$ cat config.mk
export PLATFORM = sky130hd
export DESIGN_NAME = csi2tx_req_ack_dest_flat
export DESIGN_NICKNAME = d
export VERILOG_FILES = /design/src/rtl/csi2tx_req_ack_dest_if.sv /design/src/rtl/csi2tx_req_ack_dest.sv /design/src/flat_wrapper.sv
export SDC_FILE = /design/constraint.sdc
export NUM_CORES = 1
export LEC_CHECK = 0
export CAP_MARGIN = 20
export CORE_MARGIN = 5
export CORE_UTILIZATION = 43
export CTS_CLUSTER_DIAMETER = 200
export CTS_CLUSTER_SIZE = 8
export DETAILED_ROUTE_END_ITERATION = 10
export HOLD_SLACK_MARGIN = 0.12
export PLACE_DENSITY = 0.8
export SYNTH_ARGS = -nofsm -noshare
export SYNTH_HDL_FRONTEND = slang
export SYNTH_SLANG_ARGS = --single-unit
$ cat constraint.sdc
create_clock -name clk -period 1.6 [get_ports clk]
set_input_delay 0.24 -clock clk [delete_from_list [all_inputs] [get_ports clk]]
set_output_delay 0.24 -clock clk [all_outputs]
set_load 0.03 [all_outputs]
$ cat src/rtl/csi2tx_req_ack_dest_if.sv
// Request/acknowledge handshake bundle between the source-side toggle
// synchroniser and the destination-side capture block.
//   master : the driver of the request toggle and consumer readiness
//   slave  : the capture block (csi2tx_req_ack_dest)
interface csi2tx_req_ack_dest_if #(
   parameter int DATA_W = 32
);
   logic              req_sync;
   logic [DATA_W-1:0] data_in;
   logic              ack_tgl;
   logic              dst_valid;
   logic [DATA_W-1:0] dst_data;
   logic              dst_ready;

   modport master (
      output req_sync, data_in, dst_ready,
      input  ack_tgl, dst_valid, dst_data
   );

   modport slave (
      input  req_sync, data_in, dst_ready,
      output ack_tgl, dst_valid, dst_data
   );
endinterface

$ cat src/rtl/csi2tx_req_ack_dest.sv
// Destination side of a toggle-based req/ack clock-domain crossing.
// A change on the synchronised request toggle captures the held source word,
// presents it downstream with valid/ready, and on acceptance flips the ack
// toggle back to the source and counts the transfer. Requests arriving while
// a word is pending or during the ACK cool-down cycle are dropped.
// Optional feature: define CSI2TX_REQ_ACK_OVR_CHK_EN to flag dropped requests
// on the sticky err_overrun output (cleared by err_clr); otherwise
// err_overrun is tied low and err_clr is ignored.
module csi2tx_req_ack_dest #(
   parameter int DATA_W = 32
) (
   input  logic                     clk,
   input  logic                     rst_n,
   csi2tx_req_ack_dest_if.slave     bus,
   input  logic                     err_clr,
   output logic                     busy,
   output logic [15:0]              xfer_cnt,
   output logic                     err_overrun
);

   typedef enum logic [1:0] {
      ST_IDLE  = 2'd0,
      ST_VALID = 2'd1,
      ST_ACK   = 2'd2
   } state_t;

   state_t            state_q;
   state_t            state_d;
   logic              req_d;
   logic              tgl_evt;
   logic              capture;
   logic              handshake;
   logic              lost;
   logic              dst_valid_q;
   logic [DATA_W-1:0] dst_data_q;
   logic              ack_q;
   logic [15:0]       cnt_q;

   assign tgl_evt = bus.req_sync ^ req_d;

   // Next-state and per-edge event decode.
   always_comb begin
      // NOTE: every signal written here gets a default first, so no path can leave it unassigned and infer a latch.
      state_d   = state_q;
      capture   = 1'b0;
      handshake = 1'b0;
      lost      = 1'b0;
      case (state_q)
         ST_IDLE: begin
            if (tgl_evt) begin
               capture = 1'b1;
               state_d = ST_VALID;
            end
         end
         ST_VALID: begin
            lost = tgl_evt;
            if (bus.dst_ready) begin
               handshake = 1'b1;
               state_d   = ST_ACK;
            end
         end
         ST_ACK: begin
            lost    = tgl_evt;
            state_d = ST_IDLE;
         end
         default: state_d = ST_IDLE;
      endcase
   end

   // State register.
   always_ff @(posedge clk or negedge rst_n) begin
      // NOTE: sequential state uses non-blocking assignments so every flop samples pre-edge values.
      if (!rst_n) state_q <= ST_IDLE;
      else        state_q <= state_d;
   end

   // Request edge history, captured word, ack toggle and transfer counter.
   always_ff @(posedge clk or negedge rst_n) begin
      if (!rst_n) begin
         req_d       <= 1'b0;
         dst_valid_q <= 1'b0;
         // NOTE: the data register is reset as well, so dst_data reads zero after reset rather than stale data.
         dst_data_q  <= '0;
         ack_q       <= 1'b0;
         cnt_q       <= 16'h0000;
      end else begin
         req_d <= bus.req_sync;
         if (capture) begin
            dst_data_q  <= bus.data_in;
            dst_valid_q <= 1'b1;
         end
         if (handshake) begin
            dst_valid_q <= 1'b0;
            ack_q       <= ~ack_q;
            cnt_q       <= cnt_q + 16'd1;
         end
      end
   end

`ifdef CSI2TX_REQ_ACK_OVR_CHK_EN
   logic err_q;

   // Sticky overrun flag: a dropped request sets it, err_clr clears it, set has priority.
   always_ff @(posedge clk or negedge rst_n) begin
      if (!rst_n)       err_q <= 1'b0;
      else if (lost)    err_q <= 1'b1;
      else if (err_clr) err_q <= 1'b0;
   end

   assign err_overrun = err_q;
`else
   logic unused_ovr_sigs;

   assign unused_ovr_sigs = err_clr | lost;
   assign err_overrun     = 1'b0;
`endif

   assign bus.dst_valid = dst_valid_q;
   assign bus.dst_data  = dst_data_q;
   assign bus.ack_tgl   = ack_q;
   assign busy          = (state_q != ST_IDLE);
   assign xfer_cnt      = cnt_q;

endmodule

$ cat src/flat_wrapper.sv
// flat-port wrapper written by rule: the top's interface ports become plain ports
module csi2tx_req_ack_dest_flat 
#(
   parameter int DATA_W = 32
)
  (clk, rst_n, err_clr, busy, xfer_cnt, err_overrun, bus_req_sync, bus_data_in, bus_dst_ready, bus_ack_tgl, bus_dst_valid, bus_dst_data);
  csi2tx_req_ack_dest_if #(.DATA_W(DATA_W)) bus_i ();
  input  logic clk;
  input  logic rst_n;
  input  logic err_clr;
  output logic busy;
  output logic [15:0] xfer_cnt;
  output logic err_overrun;
  input wire logic [$bits(bus_i.req_sync)-1:0] bus_req_sync;
  input wire logic [$bits(bus_i.data_in)-1:0] bus_data_in;
  input wire logic [$bits(bus_i.dst_ready)-1:0] bus_dst_ready;
  output wire logic [$bits(bus_i.ack_tgl)-1:0] bus_ack_tgl;
  output wire logic [$bits(bus_i.dst_valid)-1:0] bus_dst_valid;
  output wire logic [$bits(bus_i.dst_data)-1:0] bus_dst_data;
  assign bus_i.req_sync = bus_req_sync;
  assign bus_i.data_in = bus_data_in;
  assign bus_i.dst_ready = bus_dst_ready;
  assign bus_ack_tgl = bus_i.ack_tgl;
  assign bus_dst_valid = bus_i.dst_valid;
  assign bus_dst_data = bus_i.dst_data;
  csi2tx_req_ack_dest #(.DATA_W(DATA_W)) u_core (.clk(clk), .rst_n(rst_n), .bus(bus_i), .err_clr(err_clr), .busy(busy), .xfer_cnt(xfer_cnt), .err_overrun(err_overrun));
endmodule
==> metrics.txt <==
status=completed; width of the die=82.0 um; CTS Buffer Depth=2; Placed Cells=302; Tot GR Track Use=15.1%; Reg clk slew, reported paths=0.09 ns; CTS Root Cell=clkbuf_8; register area share after synthesis=59.5%; CTS buffer count=5; clk sink count=53; Ports=89; worst skew pair latency=0.30 ns; Final GP Congestion=0.793; fin crit share=97.2%; Final Hold Viols=0; leak pwr=0.00185 uW; cells after synthesis=141; ranking of synthesized cells by area=dfrtp_1 59%, mux2_4 19%, xnor2_1 3.5%; hold slack=0.385 ns; Synth Register Bits=53; commonest non-fill, non-tap cell in the layout=dfrtp_1; critical path data arrival time=1.32 ns; HP Class=in2async; CTS tree=built; Final Util=66.7%; share of post-route cells with drive strength above 1=23.7%; Max Clock Freq=643 MHz; Area growth syn-to-layout=51.7%; post-DP HPWL=3730 um; Worst path slowest cell=clkdlybuf4s50_1; CP Max Fanout=2; initial antenna violation count=0; drt pass-1 iters=4; Rows=26; Final ANT Viol Nets=0; fraction of registers with async set/reset=100%; Setup WS pre-CTS=-0.0812 ns; H-tree depth=2; antenna cell count=0; EDFF count, synth=0; critical path's top delay family=buffers and inverters; area of the die=6730 um2; crit-path cells=clkdlybuf4s50_1; Final min period=1.56 ns; Syn Std Cell Area=2230 um2; most frequent cells in the layout=53 x dfrtp_1, 38 x clkdlybuf4s50_1, 28 x mux2_4, 26 x dlymetal6s2s_1, 20 x dlygate4sd2_1; drt via density=4.79; syn nets=179; total core area=5070 um2; Starting DRT DRC Count=47; total grt overflow=0; Largest stage delay, worst path=0.67 ns; Crit Path Category=reg2out; wire per inst=16.5 um; nets=278; Die Ht=82.0 um; CP Buf/Inv Count=1; via count=1,490; Setup crit start kind=register; top cell type's share of synthesized area=59.5%; first-pass GRT wire length=7760 um; number of remaining DRC errors=0; area leader, netlist=dfrtp_1; Pins Over Slew Limit=0; crit path capture type=output pin; Pwr Density=1920 nW/um2; largest net degree at the start of global routing=40; vias in the first global route=1,603; Synth cell types=27; peak supply drop=1.04 mV; # port buffers=86; Starting Density=44.0%; Critical Path RT=1.36 ns; Syn Area/Cell=15.8 um2; Fill cells=393; fin worst setup slack=0.0442 ns; Setup violations, final=0; Routed WL=5130 um; synth warn=0; Post-synth top flop=dfrtp_1; max cap viols=0; clock skew=0.0165 ns; Final Instance Count excl. Fillers=311
area by class of cell:
cell class              instances  area, um2  area share, %
well taps                      70       87.6           2.59
clock inverters                 3       65.1           1.92
multi-input cells              81        825           24.4
clock buffers                   5       68.8           2.03
repair buffers                 98       1010           29.8
inverters                       1       3.75          0.111
flip-flops and latches         53       1330           39.2
routing by layer:
metal  wire length [um]  up-vias  part of all wire [%]  global-route usage, %
li1                   -      684                     -                      -
met1               2250      725                    44                   19.8
met2               2380       77                    46                   24.3
met3                481        4                   9.4                   5.04
met4                 27        0                  0.53                   3.16
met5                  0        -                     0                      0
registers in the layout (all words and copies together), names as in the netlist:
register,count
u_core.bus.ack_tgl,1
u_core.bus.dst_data,32
u_core.bus.dst_valid,1
u_core.req_d,1
u_core.state_q,2
u_core.xfer_cnt,16
where the power goes:
part | internal [uW] | total, uW | switching, uW
clock network | 621 | 1050 | 425
registers | 1860 | 2180 | 326
logic | 1580 | 3270 | 1690
total | 4060 | 6500 | 2440
Yosys cell counts (2+ instances only):
| master | number |
|---|---|
| and3_1 | 2 |
| and4_1 | 2 |
| buf_12 | 2 |
| dfrtp_1 | 53 |
| mux2_2 | 5 |
| mux2_4 | 28 |
| nand2_1 | 5 |
| nand3_1 | 2 |
| nand4_1 | 6 |
| nor2_1 | 4 |
| o21ai_0 | 2 |
| xnor2_1 | 9 |
| xor2_1 | 7 |
logic make-up after synthesis:
group                      share of synthesized area, %
muxes                                              21.4
buffers and inverters                              3.70
and+or+nand+nor                                    7.29
xor gates and xnor gates                           7.01
adders and majority gates                         0.561
other                                             0.168
AOI/OAI and AO/OA                                 0.449
DFF                                                59.5
what timing repair did:
item,CTS,global route
resized for setup,21,29
endpoints found under the setup margin,21,29
hold endpoints to repair,14,0
hold buffers,1,0
setup buffers,0,0
gates cloned,0,0
worst paths after layout:
| path | from | end | slack [ns] | cells after the start |
|---|---|---|---|---|
| worst max-delay path | u_core.bus.dst_data[13] | bus_dst_data[13] | 0.04 | 1 |
| worst min-delay path | rst_n | u_core.bus.dst_data[5] | 0.38 | 2 |
| worst max register to register | u_core.xfer_cnt[0] | u_core.xfer_cnt[10] | 0.12 | 4 |
| worst min register to register | u_core.xfer_cnt[15] | u_core.xfer_cnt[15] | 0.47 | 1 |
| max in group asynchronous | rst_n | u_core.bus.dst_data[14] | 0.70 | 3 |
| min in group clk | bus_req_sync | u_core.req_d | 0.45 | 1 |
through the flow:
stage / TNS (ns) / total power, uW / cell area (um2)
3_3_place_gp: -1.32 / 5580 / 3200
4_1_cts: 0 / 6610 / 3320
3_5_place_dp: -1.94 / 5650 / 3200
6_report: 0 / 6500 / 3380
5_1_grt: -0.00589 / 6820 / 3380
2_1_floorplan: 0 / 4310 / 2230
Power figures use the tool's default switching activity.
==> RTL change: new RTL, config.mk and constraints unchanged <==
`DATA_W` is set to 32 in 3 places; all go to 64.
--- a/src/rtl/csi2tx_req_ack_dest_if.sv
+++ b/src/rtl/csi2tx_req_ack_dest_if.sv
@@ -3,7 +3,7 @@
 //   master : the driver of the request toggle and consumer readiness
 //   slave  : the capture block (csi2tx_req_ack_dest)
 interface csi2tx_req_ack_dest_if #(
-   parameter int DATA_W = 32
+   parameter int DATA_W = 64
 );
    logic              req_sync;
    logic [DATA_W-1:0] data_in;
--- a/src/rtl/csi2tx_req_ack_dest.sv
+++ b/src/rtl/csi2tx_req_ack_dest.sv
@@ -7,7 +7,7 @@
 // on the sticky err_overrun output (cleared by err_clr); otherwise
 // err_overrun is tied low and err_clr is ignored.
 module csi2tx_req_ack_dest #(
-   parameter int DATA_W = 32
+   parameter int DATA_W = 64
 ) (
    input  logic                     clk,
    input  logic                     rst_n,
--- a/src/flat_wrapper.sv
+++ b/src/flat_wrapper.sv
@@ -1,7 +1,7 @@
 // flat-port wrapper written by rule: the top's interface ports become plain ports
 module csi2tx_req_ack_dest_flat 
 #(
-   parameter int DATA_W = 32
+   parameter int DATA_W = 64
 )
   (clk, rst_n, err_clr, busy, xfer_cnt, err_overrun, bus_req_sync, bus_data_in, bus_dst_ready, bus_ack_tgl, bus_dst_valid, bus_dst_data);
   csi2tx_req_ack_dest_if #(.DATA_W(DATA_W)) bus_i ();
Interface: changed (resized bus_data_in and bus_dst_data); port bits go from 89 to 153. The function was not compared with the original's and may differ.
==> RTL change against the unedited design <==
Core utilization grew 0.46 points. Cell count increased by 55%. First-iteration DRC count is 57% lower. Synthesized area up 54%. Synthesized cell count increased by 48%. Sequential cell count grew 32. Total power up 60%. Register-to-register slack worse by 50 ps. Clock skew fell by 8.5 ps. Cell area grew 54%. Worst setup slack gained 14 ps. Routed wire length rose by 58%. Largest cell class unchanged.
==> RTL change: results <==
[global_routing]
grtUsageTotal_pct = 17.18
grt_pass1_vias = 2495
grt_pass1_wl_um = 13310
grt_max_degree = 39

[final_layout]
nFillCells = 613
drive_gt1_share_pct = 25.79
n_clock_buffer = 10
seq_cell_count = 85
final_cells = 482
clock_tree_area_fraction_pct = 3.430

[critical_path]
crit-reg2reg-launch = "u_core.state_q[0]"
critical-path-top-delay-family = "flip-flops"
crit_arrival_ps = 1300
ff2ff_setup_slack_ps = 70
endpoint = "busy"

[placed_design]
portBuffers = 150
dpl_cell_area_mm2 = 0.005129
place_ws_ps = -204.7
gp_congestion = 0.7475

[clock_tree]
ctsResizeCount = 85
htreeDepth = 3

[logic_synthesis]
syn_inst = 208

[drt]
vias = 2314
drt_iter0_drc = 20

[run_status]
status = "finished, final reports clean"
[RTL change: cell count changes in the layout (fill, tap and decap cells not counted), sizes merged, moves of 4 or more]
cell	change
dlygate4sd2	+62
buf	+5
dfrtp	+32
dlymetal6s2s	-26
mux2	+32
clkbuf	+4
clkdlybuf4s50	+28
[RTL change: power by group through the flow]
| stage | clock network, mW | registers, mW | logic, mW |
|---|---|---|---|
| after floorplan | 0 | 5.45 | 1.76 |
| after global placement | 0 | 3.60 | 5.98 |
| after detailed placement | 0 | 3.67 | 6.05 |
| after CTS | 1.47 | 3.60 | 5.43 |
| after global routing | 1.56 | 3.72 | 5.63 |
| final | 1.41 | 3.59 | 5.36 |
[RTL change: per-layer routing]
metal | GRT usage [%] | wire (um) | vias up
li1 | - | - | 1062
met2 | 27.94 | 3954 | 96
met3 | 4.628 | 513 | 14
met5 | 0 | 0 | -
met1 | 21.86 | 3457 | 1142
met4 | 6.828 | 166 | 0
